**src/rtl/shiftreg_pkg.sv**
```systemverilog
// Shared constants for the shift register.
// Holds the default and minimum legal register width.
// Imported by the shift register top.
package shiftreg_pkg;

  // Default register width when no override is given.
  localparam int unsigned SHIFT_LEN_DEFAULT = 8;

  // Smallest width for which a shift {reg[N-2:0], sin} is meaningful.
  localparam int unsigned SHIFT_LEN_MIN = 2;

endpackage

```
**src/rtl/shiftreg.sv**
```systemverilog
// N-bit parallel-load, serial-in/serial-out left shift register.
// Latency: load/shift visible on data_out one clk edge after sampling; sout is the live MSB.
// Backpressure: none; the register shifts every cycle that is not a load.
module shiftreg
  import shiftreg_pkg::*;
#(
  parameter int N = SHIFT_LEN_DEFAULT
) (
  input  logic         clk,
  input  logic         reset,
  input  logic         load,
  input  logic         sin,
  input  logic [N-1:0] data_in,
  output logic [N-1:0] data_out,
  output logic         sout
);

  // A width below two leaves no bits to carry across a shift.
  if (N < int'(SHIFT_LEN_MIN)) begin : g_bad_width
    $error("shiftreg: N must be at least 2");
  end

  logic [N-1:0] data_q;
  logic [N-1:0] data_d;

  // Load has priority; otherwise shift left with sin entering at bit 0.
  assign data_d = load ? data_in : {data_q[N-2:0], sin};

  // Register with asynchronous clear; every bit is reset so nothing starts as X.
  always_ff @(posedge clk or posedge reset) begin
    if (reset) begin
      data_q <= '0;
    end else begin
      data_q <= data_d;
    end
  end

  assign data_out = data_q;
  // The MSB is the bit the next shift discards.
  assign sout     = data_q[N-1];

endmodule

```
**config.mk**
```make
export PLATFORM = sky130hd
export DESIGN_NAME = shiftreg
export DESIGN_NICKNAME = d
export VERILOG_FILES = /design/src/rtl/shiftreg_pkg.sv /design/src/rtl/shiftreg.sv
export SDC_FILE = /design/constraint.sdc
export NUM_CORES = 1
export LEC_CHECK = 0
export ABC_AREA = 1
export CORE_AREA = 2 2 39 41
export DETAILED_ROUTE_END_ITERATION = 8
export DIE_AREA = 0 0 41 43
export GPL_TIMING_DRIVEN = 1
export PLACE_DENSITY = 0.59
export SETUP_SLACK_MARGIN = 0.2
export SLEW_MARGIN = 20
export SYNTH_ARGS = -nofsm -noshare
export SYNTH_HDL_FRONTEND = slang
export SYNTH_SLANG_ARGS = --single-unit
```
**constraint.sdc**
```tcl
create_clock -name clk -period 1.7 [get_ports clk]
set_input_delay 0.34 -clock clk [delete_from_list [all_inputs] [get_ports clk]]
set_output_delay 0.34 -clock clk [all_outputs]
set_load 0.1 [all_outputs]
```
==> summary.md <==
| Metric | Value |
|---|---|
| Die X | about 41 um |
| Clock tree from TritonCTS | built |
| Top post-synthesis cells by count | nand2_1, dfrtp_1 |
| Vias in the first global route | between 200 and 250 |
| Startpoint Class | register |
| Clock-pin slew on the worst setup and hold paths | about 0.060 ns |
| Net Sw Frac | approximately 39% |
| Sequential share of power | a little over a third |
| Yosys top cell area share | around 63% |
| Initial antenna violation count | 0 |
| Maximum clock path buffer count | 2 |
| CTS Buf Count | 3 |
| Largest net degree at the start of global routing | 10 |
| Req. time, crit path | between 1 and 1.5 ns |
| Compound-Gate Fraction of Synth Area | 0% |
| Pwr per Cell Area | slightly above 1000 nW/um^2 |
| Clk_lat worst skew | 0.25 ns |
| Total Wirelength | 661 um |
| H-tree Lvls | 1 |
| Post-synth EDFFs | 0 |
| Core ar. | 1380 um^2 |
| Min-Delay Path Class | input port to asynchronous set/reset pin |
| First-pass GRT wire length | 1000 um |
| Routability congestion estimate | between 0.6 and 0.7 |
| Max stage delay on crit path | between 0.4 and 0.5 ns |
| 1st-iter DRT viols | 12 |
| Crit path max-delay family | flip-flops |
| Hold Fails Final Rpt | 0 |
| Status | completed |
| Initial Utilization | roughly 23% |
| Yosys warning count | 0 |
| Post-Syn Instances | 36 |
| Antenna diodes | 0 |
| Count of boundary I/O pins | 21 |
| Main combinational cell family by area after synthesis | simple AND/OR/NAND/NOR gates |
| Area grow syn2layout | 101% |
| Share of cells above drive strength 1 | 24.1% |
| Combinational share of power | around two fifths |
| Post-Synth Simple-Gate Area | between 20 and 30% |
| Int Power | about 0.00040 W |
| Synth Cell Area | 317 um^2 |
| Critical Path AT | 0.86 ns |
| Syn avg cell area | between 8 and 9 um^2 |
| DR DRC count | 0 |
| Vias per cell | between 3 and 4 |
| Top area cells in the synthesized netlist | dfrtp_1, nand2_1, buf_6, buf_4, inv_1 |
| WP buf/inv | 1 |
| Max IR drop VDD | 418 uV |
| Net Sw Power | 0.000251 W |
| Static leakage | around 0.32 nW |
| Total grt overflow | 0 |
| Final Cycle Share | slightly above 70% |
| Clock tree root buffer cell | clkbuf_4 |
| Final nets | 71 |
| Crit-path slowest cell | dfrtp_2 |
| GR Util All Layers | 8.60% |
| Setup Fix Bufs, Post-CTS | 0 |
| Post-route ant nets | 0 |
| Port bufs | 20 |
| Skew final | 0.00778 ns |
| DRT Pass-1 Iters | 4 |
| DP HPWL | between 500 and 600 um |
| Max_slew headroom | 79.2% |
| Crit Path Category | register to output pin |
| Top-count cell post-synth | nand2_1 |
| Leading register cell type out of synthesis | dfrtp_1 |
| Crit-path max FO | 2 |
| CTS Hold Bufs | 0 |
| Post-Route Setup TNS | 0 ns |
| # setup viols final | 0 |
| Max-Cap Viols | 0 |
| Multiplexer share of the synthesized area | 0% |
| Via Count | 292 |
| Largest register FFs | 8 |
| Synth Register Bits | 8 |
| Final Slew Violations | 0 |
| RSZ-0062 raised after global routing | false |
| XOR/XNOR Fraction of Synth Area | 0% |
| Post-cts sizing count | 0 |
| Tmin final | 1.20 ns |
| Row count | 14 |
| Crit-path cells | buf_12 |
| # fillers | ~130 |
| Fraction of the mapped netlist area in adder cells | 0% |
| Max Fclk | 0.830 GHz |
| # clock sinks | 8 |
| Die H | around 43 um |
| WL per Instance | approximately 8.9 um |
| Asr flop ratio synth | between 90% and 100% |
| Slew @ Worst Pin | between 0.3 and 0.4 ns |
| Die ar. | 1760 um^2 |
| Synth area leader | dfrtp_1 |
| Seq/Total Area, Yosys | a little over three fifths |
| Yosys cell types | 6 |
| Clock share of power | about a quarter |
| Syn_nets | 48 |
| Final core occ | approximately 46% |
| CP Capture Type | output pin |
==> power by group through the flow <==
stage	sequential [W]	clock [W]	combinational, W
floorplan	0.000342	0	0.0000431
global placement	0.000231	0	0.000270
detailed placement	0.000231	0	0.000270
CTS	0.000228	0.000157	0.000271
global route	0.000229	0.000170	0.000279
finish	0.000227	0.000153	0.000269
==> final timing paths <==
| path | start | endpoint | slack [ns] | cells past startpoint |
|---|---|---|---|---|
| max | data_out[7]$_DFF_PP0_ | sout | 0.50 | 1 |
| min | reset | data_out[1]$_DFF_PP0_ | 0.32 | 2 |
| max reg2reg | data_out[1]$_DFF_PP0_ | data_out[2]$_DFF_PP0_ | 1.05 | 2 |
| min reg2reg | data_out[6]$_DFF_PP0_ | data_out[7]$_DFF_PP0_ | 0.53 | 2 |
| max in group asynchronous | reset | data_out[7]$_DFF_PP0_ | 1.14 | 2 |
| min in group clk | data_out[6]$_DFF_PP0_ | data_out[7]$_DFF_PP0_ | 0.53 | 2 |
==> placed cells by master (no fill, tap or decap), drive strengths merged <==
master and instances:
clkdlybuf4s50 11, inv 2, nand2 24, dfrtp 8, clkbuf 4, buf 9
==> cells by family (layout without fill, tap and decap cells) <==
family | count (synthesis) | in the layout
DFF | 8 | 8
buffers and inverters | 4 | 26
and+or+nand+nor | 24 | 24
==> metrics by stage <==
step | hold slack, ns | std cells | worst slack, ns | cell area (um^2) | power, W
after global routing | 0.363 | 74 | 0.479 | 636 | 0.000678
final | 0.320 | 74 | 0.496 | 636 | 0.000649
after global placement | 0.532 | 70 | 0.362 | 609 | 0.000501
after floorplan | 0.156 | 36 | 0.323 | 318 | 0.000385
after detailed placement | 0.528 | 70 | 0.327 | 609 | 0.000501
after CTS | 0.330 | 74 | 0.489 | 636 | 0.000655
==> area by class of cell <==
cell class,count,area [um^2],area share [%]
Tap cell,16,20.0,3.15
Sequential cell,8,201,31.7
Timing Repair Buffer,20,290,45.7
Multi-Input combinational cell,24,90.1,14.2
Inverter,2,7.51,1.18
Clock buffer,4,26.3,4.13
==> layer usage <==
layer | global-route usage [%] | wire, um | vias up
met5 | 0 | 0 | -
met4 | 4.00 | 0 | 0
met3 | 4.19 | 104 | 0
met2 | 9.69 | 270 | 19
met1 | 13.2 | 285 | 124
li1 | - | - | 149
Power figures use the tool's default switching activity.
